### config.mk
export PLATFORM = sky130hd
export DESIGN_NAME = clock_set_controller
export DESIGN_NICKNAME = d
export VERILOG_FILES = /design/src/rtl/clock_set_controller_pkg.sv /design/src/rtl/clock_set_controller_btn_debounce.sv /design/src/rtl/clock_set_controller.sv
export SDC_FILE = /design/constraint.sdc
export NUM_CORES = 1
export LEC_CHECK = 0
export ABC_AREA = 1
export CAP_MARGIN = 20
export CORE_UTILIZATION = 35
export CTS_BUF_LIST = sky130_fd_sc_hd__clkbuf_2 sky130_fd_sc_hd__clkbuf_4 sky130_fd_sc_hd__clkbuf_8
export DETAILED_ROUTE_END_ITERATION = 16
export HOLD_SLACK_MARGIN = 0.15
export PLACE_DENSITY = 0.58
export SLEW_MARGIN = 10
export SYNTH_ARGS = -nofsm -noshare
export SYNTH_HDL_FRONTEND = slang
export SYNTH_SLANG_ARGS = --single-unit
### constraint.sdc
create_clock -name clk -period 2.5 [get_ports clk]
set_clock_uncertainty 0.1 [all_clocks]
set_input_delay 0.375 -clock clk [delete_from_list [all_inputs] [get_ports clk]]
set_output_delay 0.375 -clock clk [all_outputs]
set_load 0.005 [all_outputs]
### src/rtl/clock_set_controller_pkg.sv
// Shared encodings, field limits and time-bus digit positions for the
// clock time-adjust sequencer.
package clock_set_controller_pkg;

    typedef enum logic [1:0] {
        RUN   = 2'd0,
        SET_H = 2'd1,
        SET_M = 2'd2,
        SET_S = 2'd3
    } state_t;

    localparam logic [7:0] HOUR_MAX   = 8'h23;
    localparam logic [7:0] MINSEC_MAX = 8'h59;

    // LSB of each 2-digit field on {hon_h,hon_l,min_h,min_l,sec_h,sec_l}
    localparam int HOUR_LSB = 16;
    localparam int MIN_LSB  = 8;
    localparam int SEC_LSB  = 0;

    localparam int NUM_BTN = 3;

    typedef struct packed {
        logic dec;
        logic inc;
        logic mode;
    } btn_evt_t;

    function automatic logic [5:0] field_mask(input state_t s);
        case (s)
            SET_H:   return 6'b110000;
            SET_M:   return 6'b001100;
            SET_S:   return 6'b000011;
            default: return 6'b000000;
        endcase
    endfunction

endpackage

### src/rtl/clock_set_controller_btn_debounce.sv
// One push-button path: 2-FF synchroniser, level debouncer and a registered
// one-cycle pulse on each accepted rising edge.
module btn_debounce #(
    parameter int DEBOUNCE = 1000000
) (
    input  logic clk,
    input  logic rst_n,
    input  logic raw,
    output logic pulse
);
    localparam int CW = $clog2(DEBOUNCE + 1);

    logic [1:0]    sync;
    logic          stable;
    logic          stable_q;
    logic [CW-1:0] cnt;

    always_ff @(posedge clk or negedge rst_n) begin
        if (!rst_n) begin
            sync     <= '0;
            stable   <= 1'b0;
            stable_q <= 1'b0;
            cnt      <= '0;
            pulse    <= 1'b0;
        end else begin
            sync <= {sync[0], raw};
            // any sample matching the accepted level restarts the count
            if (sync[1] == stable) begin
                cnt <= '0;
            end else if (cnt == CW'(DEBOUNCE - 1)) begin
                stable <= sync[1];
                cnt    <= '0;
            end else begin
                cnt <= cnt + CW'(1);
            end
            stable_q <= stable;
            pulse    <= stable & ~stable_q;
        end
    end

endmodule

### src/rtl/clock_set_controller.sv
// Time-adjust sequencer: edits a shadow copy of the BCD time while the
// counter is held, writes it back with a load strobe, and blinks the field.
module clock_set_controller
    import clock_set_controller_pkg::*;
#(
    parameter int DEBOUNCE  = 1000000,
    parameter int BLINK_DIV = 50000000
) (
    input  logic        clk,
    input  logic        init,
    input  logic        btn_mode,
    input  logic        btn_inc,
    input  logic        btn_dec,
    input  logic [23:0] cur_time,
    output logic        stay,
    output logic        load,
    output logic [23:0] load_time,
    output logic [5:0]  blink_mask,
    output logic [1:0]  mode
);
    localparam int BW = (BLINK_DIV > 1) ? $clog2(BLINK_DIV) : 1;

    // 2-digit BCD step with wrap; out-of-range input snaps to 00 / max
    function automatic logic [7:0] bcd_step(input logic [7:0] v,
                                            input logic [7:0] vmax,
                                            input logic       up);
        logic ok;
        ok = (v[7:4] <= 4'd9) && (v[3:0] <= 4'd9) && (v <= vmax);
        if (!ok)                return up ? 8'h00 : vmax;
        if (up) begin
            if (v == vmax)          return 8'h00;
            if (v[3:0] == 4'd9)     return {v[7:4] + 4'd1, 4'd0};
            return {v[7:4], v[3:0] + 4'd1};
        end
        if (v == 8'h00)             return vmax;
        if (v[3:0] == 4'd0)         return {v[7:4] - 4'd1, 4'd9};
        return {v[7:4], v[3:0] - 4'd1};
    endfunction

    logic [NUM_BTN-1:0] btn_raw, btn_pulse;
    btn_evt_t           evt;

    assign btn_raw = {btn_dec, btn_inc, btn_mode};

    for (genvar i = 0; i < NUM_BTN; i++) begin : g_btn
        btn_debounce #(.DEBOUNCE(DEBOUNCE)) u_db (
            .clk   (clk),
            .rst_n (init),
            .raw   (btn_raw[i]),
            .pulse (btn_pulse[i])
        );
    end

    assign evt = btn_evt_t'(btn_pulse);

    state_t        state, state_nx;
    logic [23:0]   shadow, shadow_nx;
    logic          load_nx, stay_nx, adj;
    logic [7:0]    fld, fmax, fld_nx;
    logic [BW-1:0] blink_cnt, blink_cnt_nx;
    logic          phase, phase_nx;
    logic [5:0]    mask_nx;

    always_comb begin
        state_nx     = state;
        shadow_nx    = shadow;
        load_nx      = 1'b0;
        adj          = 1'b0;
        fld          = 8'h00;
        fmax         = MINSEC_MAX;
        blink_cnt_nx = blink_cnt;
        phase_nx     = phase;

        case (state)
            SET_H:   begin fld = shadow[HOUR_LSB +: 8]; fmax = HOUR_MAX; end
            SET_M:   fld = shadow[MIN_LSB +: 8];
            SET_S:   fld = shadow[SEC_LSB +: 8];
            default: ;
        endcase
        fld_nx = bcd_step(fld, fmax, evt.inc);

        // the load cycle stays in SET_S so mode reads 3 alongside the strobe
        if (load) begin
            state_nx = RUN;
        end else if (evt.mode) begin
            case (state)
                RUN:     begin state_nx = SET_H; shadow_nx = cur_time; end
                SET_H:   state_nx = SET_M;
                SET_M:   state_nx = SET_S;
                default: load_nx = 1'b1;
            endcase
        end else if ((state != RUN) && (evt.inc ^ evt.dec)) begin
            adj = 1'b1;
            case (state)
                SET_H:   shadow_nx[HOUR_LSB +: 8] = fld_nx;
                SET_M:   shadow_nx[MIN_LSB +: 8]  = fld_nx;
                default: shadow_nx[SEC_LSB +: 8]  = fld_nx;
            endcase
        end

        stay_nx = (state_nx != RUN) || load_nx;

        if ((state_nx != state) || adj) begin
            blink_cnt_nx = '0;
            phase_nx     = 1'b0;
        end else if (blink_cnt == BW'(BLINK_DIV - 1)) begin
            blink_cnt_nx = '0;
            phase_nx     = ~phase;
        end else begin
            blink_cnt_nx = blink_cnt + BW'(1);
        end

        mask_nx = phase_nx ? field_mask(state_nx) : 6'b000000;
    end

    always_ff @(posedge clk or negedge init) begin
        if (!init) begin
            state      <= RUN;
            shadow     <= '0;
            load       <= 1'b0;
            stay       <= 1'b0;
            blink_cnt  <= '0;
            phase      <= 1'b0;
            blink_mask <= '0;
        end else begin
            state      <= state_nx;
            shadow     <= shadow_nx;
            load       <= load_nx;
            stay       <= stay_nx;
            blink_cnt  <= blink_cnt_nx;
            phase      <= phase_nx;
            blink_mask <= mask_nx;
        end
    end

    assign mode      = state;
    assign load_time = shadow;

endmodule

==> flow_summary.ini, run 1 <==
[logic_synthesis]
synth_area_leaders = dfrtp_1, nand2_1, nor2_1
netlist_instances = 927
synth-xor-area-share_pct = 4.41
synthSimpleGateAreaFrac_pct = 31.7
synth_ff_type = dfrtp_1
synth_cell_types = 52
yosysTopAreaCellShare_pct = 44.1
muxShareOfSynthArea_pct = 0.298
synth_compound_area_share_pct = 8.93
synth_nets = 975
async_flop_share_pct = 100
netlist_area_um2 = 7550
yosysSeqAreaShare_pct = 44.1
ys_warn_count = 0
syn_area_per_cell_um2 = 8.14
synth-edff-count = 0
synthAdderAreaFrac_pct = 3.15
synth_top_family_by_area = simple AND/OR/NAND/NOR gates
synth_top_cell_by_area = dfrtp_1
synth-seq-cells = 133

[clock_tree]
cts_made_buffers = 17
cts_tree = built
worstSkewPairLatency_ns = 0.46
cts_buffer_depth = 2
clkTransAtPathRegs_ns = 0.09
htreeDepth = 4
root_buffer = clkbuf_8
cts.sinks = 133

[setup_path]
worst-path-buf-inv = 3
crit_family = simple AND/OR/NAND/NOR gates
cp_cell_sequence = inv_4 > ha_4 > buf_8 > clkinvlp_4 > ha_4 > nand2_4 > nor3_4 > nand2_1 > nand2_2 > nand2_4 > nand2_8 > nand2_4 > nand2_2 > nand2_4 > a21oi_2
cpMostUsedCell = nand2_4
cp-end-kind = flip-flop
crit_required_ns = 2.79
slowest_delay_ns = 0.47
critPathMaxFanout = 8
startpoint_type = flip-flop
arrival_ns = 2.87
slowest_stage = dfrtp_2
critPathKind = reg2reg

[run]
drv_cap = 0

[global_routing]
grt_overflow = 0
grt_pass1_wl_um = 30400
antenna_found_initial = 0
grt.total_usage_pct = 17.4
grt_max_degree = 69
grt_pass1_vias = 6223

[final_layout]
final_common_cell = nand2_1
area_growth_pct = 27.4
antenna_cells = 0
fin_nets = 1098
fin_cells = 1338
mostFrequentLayoutCells = nand2_1, dfrtp_1, nor2_1, inv_1, clkdlybuf4s50_1
drive_above_1_share_pct = 20.7

[routing]
postRouteAntennaNets = 0
first_iter_violations = 373
vias = 6450
wl_per_cell_um = 13.9
wl_um = 18600
drc = 0
viasPerCell = 4.82
dr.pass1.iters = 5

[floorplan]
die_area_um2 = 22200
ios = 63
die_w_um = 149
rows = 53
start_util_pct = 35.8
dieHeight_um = 149
core_um2 = 21100

[min_path]
hp-class = in2reg

[placement]
gp_congestion = 0.893
io_buffers = 62
dp.cells = 1289
place_hpwl_um = 13300

[outcome]
violations = negative setup slack
outcome = finished with violations

[sta]
fmax_ghz = 0.387
whs_ns = 0.246
period_share_pct = 103
setup_slack_ns = -0.0808
report.final.slew_viol_count = 0
hold_viol = 0
setup_violations = 21
rsz0062_at_grt = true
period_needed_ns = 2.58
slew_headroom_pct = 35.2
worst_pin_slew_ns = 0.961

[power_and_ir_drop]
ir_worst_vdd_mv = 0.242
leakage_uw = 0.00448
p_total_uw = 4490
p_comb_share_pct = 3.3
power.share.switching_pct = 23.3
pwr-share-clk_pct = 48.3
p_switching_uw = 1050
seqPwrFrac_pct = 48.4
powerDensity_nw_per_um2 = 467
p_int_uw = 3440
==> final timing paths <==
kind,startpoint,endpoint,slack (ns),cells past startpoint
max reg2reg,mode[1]$_DFF_PN0_,load_time[9]$_DFFE_PN0P_,-0.08,15
min in group asynchronous,init,g_btn[0].u_db.cnt[14]$_DFF_PN0_,0.38,2
max,mode[1]$_DFF_PN0_,load_time[9]$_DFFE_PN0P_,-0.08,15
min,btn_dec,g_btn[2].u_db.sync[0]$_DFF_PN0_,0.25,1
max in group asynchronous,init,blink_cnt[0]$_DFF_PN0_,1.24,3
min reg2reg,g_btn[0].u_db.sync[0]$_DFF_PN0_,g_btn[0].u_db.sync[1]$_DFF_PN0_,0.26,0
==> kinds of logic after synthesis <==
logic type | after synthesis
compound gates | 110
simple gates | 489
buf+inv | 136
xor+xnor | 38
fa+ha+maj | 19
mux | 2
flops | 133
==> Yosys cell counts (2+ instances only) <==
cell type / instances
nor3_2: 4
o22ai_1: 2
ha_1: 19
or2_1: 2
nor2_1: 130
inv_2: 10
xnor2_1: 13
nor2_8: 2
buf_4: 5
nor2_4: 2
o21ai_2: 2
clkbuf_1: 2
o211ai_1: 3
inv_1: 111
nor3b_2: 2
nand4_1: 30
buf_2: 2
nor3b_1: 4
nor3_1: 35
buf_6: 3
dfrtp_1: 133
mux2_2: 2
a21oi_2: 13
o21ai_1: 5
nand2_1: 161
nor3_4: 3
a21oi_1: 54
inv_4: 2
nor2_2: 7
o21ai_0: 22
nand3_1: 55
a211oi_1: 2
or2_2: 8
nor4_1: 9
xor2_1: 25
nand3_2: 5
nand2_2: 20
nand2_4: 4
==> state kept, by name, indices dropped and copies added (netlist names) <==
name                 cells
blink_cnt               26
blink_mask               3
g_btn.u_db.cnt          60
g_btn.u_db.pulse         3
g_btn.u_db.stable        3
g_btn.u_db.stable_q      3
g_btn.u_db.sync          6
load                     1
load_time               24
mode                     2
phase                    1
stay                     1
==> power groups by stage <==
| stage | registers [µW] | logic (µW) | clock network, µW |
|---|---|---|---|
| after floorplan | 2220 | 37.9 | 0 |
| after global placement | 2220 | 150 | 0 |
| after CTS | 2180 | 153 | 2240 |
| final | 2180 | 147 | 2170 |
| after global routing | 2180 | 169 | 2320 |
| after detailed placement | 2220 | 151 | 0 |
==> stage by stage <==
step	setup slack, ns	instance area (µm²)	setup TNS, ns	utilization (%)
after global placement	-0.0525	8760	-0.635	41.6
after detailed placement	-0.0951	8760	-1.52	41.6
after CTS	0.00141	9320	0	44.2
after global routing	-0.179	9620	-3.64	45.6
final	-0.0808	9620	-1.24	45.6
after floorplan	0.00571	7580	0	-
==> cell type report <==
class	instances	area, µm²
Sequential cell	133	3330
Timing Repair inverter	1	6.26
Tap cell	275	344
Inverter	124	487
Clock inverter	15	236
Multi-Input combinational cell	660	3930
Fill cell	2091	11500
Clock buffer	17	234
Timing Repair Buffer	113	1050
==> layer usage <==
layer,track usage [%],up-vias,part of all wire [%]
met1,24.4,3041,51
met4,5.05,0,1.4
met3,3.55,21,3.1
li1,-,3277,-
met2,27.0,111,44
met5,0,-,0
==> timing repair <==
item,4_1_cts,5_1_grt
buffers inserted,5,8
resized for setup,8,45
hold endpoints to repair,66,0
pin swaps,1,23
cloned,0,3
setup endpoints to repair,24,38
hold buffers,1,0
Power figures use the tool's default switching activity.
==> run 2, diff against run 1 <==
CORE_UTILIZATION = 55   (was 35)
PLACE_DENSITY = 0.82   (was 0.58)
==> run 2 against run 1 <==
The run still ends with negative setup slack left. Worst hold slack improved by 0.0055 ns. Cell count fell by 7.3%. Die area fell by 36%. Global-route usage rose by 8.9 points. Combinational power barely moved. Total power fell by 8.5%. Sequential share of layout area rose by 0.56 points. Register-to-register slack got worse by 0.12 ns.
==> flow_summary.ini, run 2 (synthesized netlist as in run 1, its figures left out) <==
[outcome]
outcome = finished with violations
violations = negative setup slack

[floorplan]
ios = 63
die_w_um = 119
core_um2 = 13300
die_area_um2 = 14200
dieHeight_um = 119
start_util_pct = 56.8
rows = 42

[sta]
report.final.slew_viol_count = 0
rsz0062_at_grt = true
hold_viol = 0
setup_violations = 24
period_needed_ns = 2.70
setup_slack_ns = -0.203
final.setup.tns_ns = -3.27
period_share_pct = 108
slew_headroom_pct = 59.9
worst_pin_slew_ns = 0.600
fmax_ghz = 0.370

[setup_path]
critPathMaxFanout = 8
critPathKind = reg2reg
startpoint = mode[0]$_DFF_PN0_
arrival_ns = 2.99
slowest_delay_ns = 0.48
cp-end-kind = flip-flop
slowest_stage = dfrtp_2
crit_required_ns = 2.78
startpoint_type = flip-flop
r2r-start = mode[0]$_DFF_PN0_
cp_cell_sequence = inv_4 > ha_4 > nand2_2 > nand3_2 > nand2_2 > inv_2 > ha_4 > nand3_4 > nand2_2 > nand2_1 > nand2_1 > nand2_1 > nand2_2 > buf_6 > a21oi_4 > nand2_1 > nand2_1 > nand2_2 > a21oi_2

[global_routing]
grt_overflow = 0
grt_pass1_wl_um = 29600
grt_max_degree = 55
grt_pass1_vias = 6228
antenna_found_initial = 0
grt.total_usage_pct = 26.4

[final_layout]
fin_nets = 1100
area_growth_pct = 25.4
mostFrequentLayoutCells = nand2_1, dfrtp_1, nor2_1, inv_1, clkdlybuf4s50_1
final_common_cell = nand2_1
final_core_util_pct = 71.2
design_area_um2 = 9470
regMostFlops = g_btn.u_db.cnt
n_fill_cell = 991
largest_reg_flops = 60
fin_cells = 1240
antenna_cells = 0
drive_above_1_share_pct = 21.0

[power_and_ir_drop]
ir_worst_vdd_mv = 0.441
p_total_uw = 4110
leakage_uw = 0.00445
powerDensity_nw_per_um2 = 434

[clock_tree]
cts_tree = built
cts_made_buffers = 17
root_buffer = clkbuf_8
clkTransAtPathRegs_ns = 0.08
htreeDepth = 4
cts_buffer_depth = 2
cts.sinks = 133
worstSkewPairLatency_ns = 0.45

[routing]
drc = 0
wl_um = 19100
first_iter_violations = 624
vias = 6789
wl_per_cell_um = 15.4
dr.pass1.iters = 5
postRouteAntennaNets = 0
viasPerCell = 5.48

[min_path]
hp-class = reg2reg
hp-start = g_btn[2].u_db.sync[0]$_DFF_PN0_

[placement]
dp.cells = 1185
place_hpwl_um = 12800
io_buffers = 62
dpl-instance-area_um2 = 8590
gp_congestion = 0.945

[run]
drv_cap = 0
run 2: cell types whose count changed in the layout (fill, tap and decap cells not counted), moves of 3 or more:
cell        before  now
nand3_1         45   49
clkinvlp_4       1    5
bufinv_16        5    2
nand2_2         22   26
buf_6            1    4
inv_6            6    2
nand2_1        151  148
nand3_2         15    9
run 2: final cells by class:
| cell class | instances | area (µm²) | share of cell area, % |
|---|---|---|---|
| multi-input combinational | 659 | 3940 | 41.7 |
| sequential | 133 | 3330 | 35.2 |
| timing repair buffer | 117 | 1100 | 11.6 |
| inverter | 124 | 484 | 5.11 |
| clock buffer | 20 | 263 | 2.78 |
| tap | 176 | 220 | 2.33 |
| clock inverter | 11 | 126 | 1.33 |
run 2: final timing paths:
check,slack (ns),end,depth (start not counted)
worst min-delay path,0.25,g_btn[2].u_db.sync[1]$_DFF_PN0_,0
worst max register to register,-0.20,load_time[16]$_DFFE_PN0P_,19
min in group asynchronous,0.33,g_btn[0].u_db.cnt[15]$_DFF_PN0_,2
worst min register to register,0.25,g_btn[2].u_db.sync[1]$_DFF_PN0_,0
worst max-delay path,-0.20,load_time[16]$_DFFE_PN0P_,19
max in group asynchronous,1.29,g_btn[1].u_db.cnt[8]$_DFF_PN0_,3
run 2: critical path, delay by kind of cell (launching register included):
family / cells / cell delay (ns)
flip-flops: 1 / 0.48
buffers and inverters: 3 / 0.32
AND/OR/NAND/NOR: 12 / 0.94
adder cells (fa/ha/maj): 2 / 0.44
AO/OA/AOI/OAI: 2 / 0.33
run 2: what timing repair did:
item | CTS | global route
resized for setup | 22 | 37
hold endpoints to repair | 51 | 0
hold buffers | 1 | 0
gates cloned | 0 | 1
endpoints found under the setup margin | 24 | 40
pin swaps | 6 | 31
setup buffers | 5 | 17
run 2: power by group:
group | switching [µW] | total [µW] | internal (µW)
registers | 10.9 | 2180 | 2170
clock network | 858 | 1790 | 931
logic | 81.7 | 146 | 64.1
total | 951 | 4110 | 3160
run 2: per-stage QoR:
| step | setup WS (ns) | hold slack [ns] |
|---|---|---|
| after floorplan | 0.00571 | -0.0206 |
| after global placement | -0.0557 | 0.231 |
| after detailed placement | -0.167 | 0.235 |
| after CTS | -0.0526 | 0.240 |
| after global routing | -0.332 | 0.227 |
| final | -0.203 | 0.251 |
run 2: layer usage:
metal / up-vias / GRT usage (%) / share of wire, %
met5: - / 0 / 0
met4: 0 / 9.10 / 2.8
met3: 56 / 6.32 / 6.2
met2: 280 / 41.2 / 49
met1: 3193 / 35.8 / 42
li1: 3260 / - / -
==> run 3, diff against run 2 <==
CELL_PAD_IN_SITES_DETAIL_PLACEMENT = 0   (was not set)
CELL_PAD_IN_SITES_GLOBAL_PLACEMENT = 1   (was not set)
CORE_UTILIZATION = 41   (was 55)
==> run 3 against run 2 <==
The flow still finishes with violations (negative setup slack). Highest routed layer unchanged. Clock power rose by 15%. Largest cell class unchanged. Critical endpoint is now load_time[12]$_DFFE_PN0P_. Combinational power barely moved. Fmax rose by 8.0%.
==> flow_summary.ini, run 3 (synthesized netlist as in run 1, its figures left out) <==
[sta]
setup_slack_ns = -0.00337
worst_pin_slew_ns = 0.901
setup_violations = 1
report.final.slew_viol_count = 0
period_needed_ns = 2.50
hold_viol = 0
slew_headroom_pct = 39.7
rsz0062_at_grt = true
fmax_ghz = 0.399
period_share_pct = 100

[global_routing]
grt_max_degree = 63
grt_pass1_wl_um = 29800
antenna_found_initial = 0
grt_overflow = 0
grt_pass1_vias = 6252
grt.total_usage_pct = 20.3

[placement]
dpl-instance-area_um2 = 8690
dp.cells = 1243
gp_congestion = 0.866
place_hpwl_um = 13200
io_buffers = 62

[outcome]
violations = negative setup slack
outcome = finished with violations

[floorplan]
ios = 63
die_w_um = 138
core_um2 = 18000
start_util_pct = 41.9
dieHeight_um = 138
rows = 49
die_area_um2 = 19000

[final_layout]
drive_above_1_share_pct = 21.1
fin_cells = 1288
regMostFlops = g_btn.u_db.cnt
n_fill_cell = 1694
area_growth_pct = 26.0
final_common_cell = nand2_1
design_area_um2 = 9510
mostFrequentLayoutCells = nand2_1, dfrtp_1, nor2_1, inv_1, clkdlybuf4s50_1
fin_nets = 1094
largest_reg_flops = 60
antenna_cells = 0

[clock_tree]
htreeDepth = 4
root_buffer = clkbuf_8
worstSkewPairLatency_ns = 0.45
cts_tree = built
clkTransAtPathRegs_ns = 0.08
cts.sinks = 133
cts_buffer_depth = 2
cts_made_buffers = 17

[routing]
dr.pass1.iters = 5
vias = 6527
postRouteAntennaNets = 0
drc = 0
viasPerCell = 5.07
wl_per_cell_um = 13.9
wl_um = 17900
first_iter_violations = 314

[setup_path]
rrSetupSlack_ns = -0.003
ff2ff_path_depth = 19
startpoint_type = flip-flop
startpoint = mode[0]$_DFF_PN0_
critPathKind = reg2reg
critical_path.endpoint = load_time[12]$_DFFE_PN0P_
critPathMaxFanout = 7
r2r-end = load_time[12]$_DFFE_PN0P_
arrival_ns = 2.80
cp-end-kind = flip-flop
crit_required_ns = 2.79
r2r-start = mode[0]$_DFF_PN0_

[min_path]
hp-class = in2reg
min_path_cells = 1

[power_and_ir_drop]
leakage_uw = 0.00448
powerDensity_nw_per_um2 = 460
ir_worst_vdd_mv = 0.287
p_total_uw = 4370

[run]
drv_cap = 0
-- run 3: changes by cell type in the layout (fill, tap and decap cells not counted), moves of 3 or more --
cell      delta
nand3_2      +3
clkinv_4     +3
nand2_1      -9
nand2_2      +3
buf_12       -3
nand2_4      +6
-- run 3: cell type report --
class / instances / area (µm²) / area share [%]
flip-flops and latches: 133 / 3330 / 35.0
repair buffers: 112 / 1020 / 10.7
clock inverters: 13 / 198 / 2.08
well taps: 229 / 287 / 3.01
clock buffers: 19 / 255 / 2.68
inverters: 124 / 483 / 5.08
multi-input cells: 658 / 3940 / 41.4
-- run 3: report_power, final --
group	switching [µW]	internal [µW]
clock	912	1140
sequential	10.6	2170
combinational	81.3	63.0
total	1000	3370
-- run 3: how the worst min path moves through the flow --
| stage | start | end | slack [ns] |
|---|---|---|---|
| 2_1_floorplan | init | blink_cnt[0]$_DFF_PN0_ | -0.02 |
| 3_3_place_gp | init | g_btn[0].u_db.cnt[14]$_DFF_PN0_ | 0.24 |
| 3_5_place_dp | init | g_btn[0].u_db.cnt[14]$_DFF_PN0_ | 0.24 |
| 4_1_cts | btn_inc | g_btn[1].u_db.sync[0]$_DFF_PN0_ | 0.22 |
| 5_1_grt | btn_dec | g_btn[2].u_db.sync[0]$_DFF_PN0_ | 0.26 |
| 6_report | btn_inc | g_btn[1].u_db.sync[0]$_DFF_PN0_ | 0.26 |
-- run 3: timing repair --
action,in CTS,in global routing
setup endpoints to repair,24,38
hold buffers,1,0
endpoints found under the hold margin,46,0
setup buffers,9,3
pin swaps,17,26
resized for setup,28,37
-- run 3: metal layers --
metal,up-vias,track usage (%),wire length [µm]
met5,-,0,0
met4,0,6.82,261
met3,18,3.94,659
met2,103,33.3,8830
met1,3146,26.6,8190
li1,3260,-,-
-- run 3: critical path: stages, from the launching register on --
cell	delay [ns]
dfrtp_2	0.48
inv_4	0.11
ha_4	0.21
nand2_2	0.06
nand3_2	0.09
nand2_4	0.07
inv_4	0.07
ha_4	0.19
a21boi_2	0.14
nand2_1	0.07
nand2_1	0.07
nand2_1	0.08
nand2_2	0.09
nand2_4	0.09
nand2_8	0.09
nor2_8	0.17
nand2_4	0.09
nand3_1	0.08
nand2_1	0.05
inv_1	0.04
-- run 3: stage by stage --
| step | setup TNS, ns | hold slack, ns | setup slack (ns) | util [%] |
|---|---|---|---|---|
| after floorplan | 0 | -0.0206 | 0.00571 | - |
| after global placement | -3.93 | 0.242 | -0.198 | 48.2 |
| after detailed placement | -3.94 | 0.242 | -0.209 | 48.2 |
| after CTS | 0 | 0.220 | 0.00262 | 51.9 |
| after global routing | -2.72 | 0.256 | -0.158 | 52.8 |
| final | -0.00337 | 0.255 | -0.00337 | 52.8 |
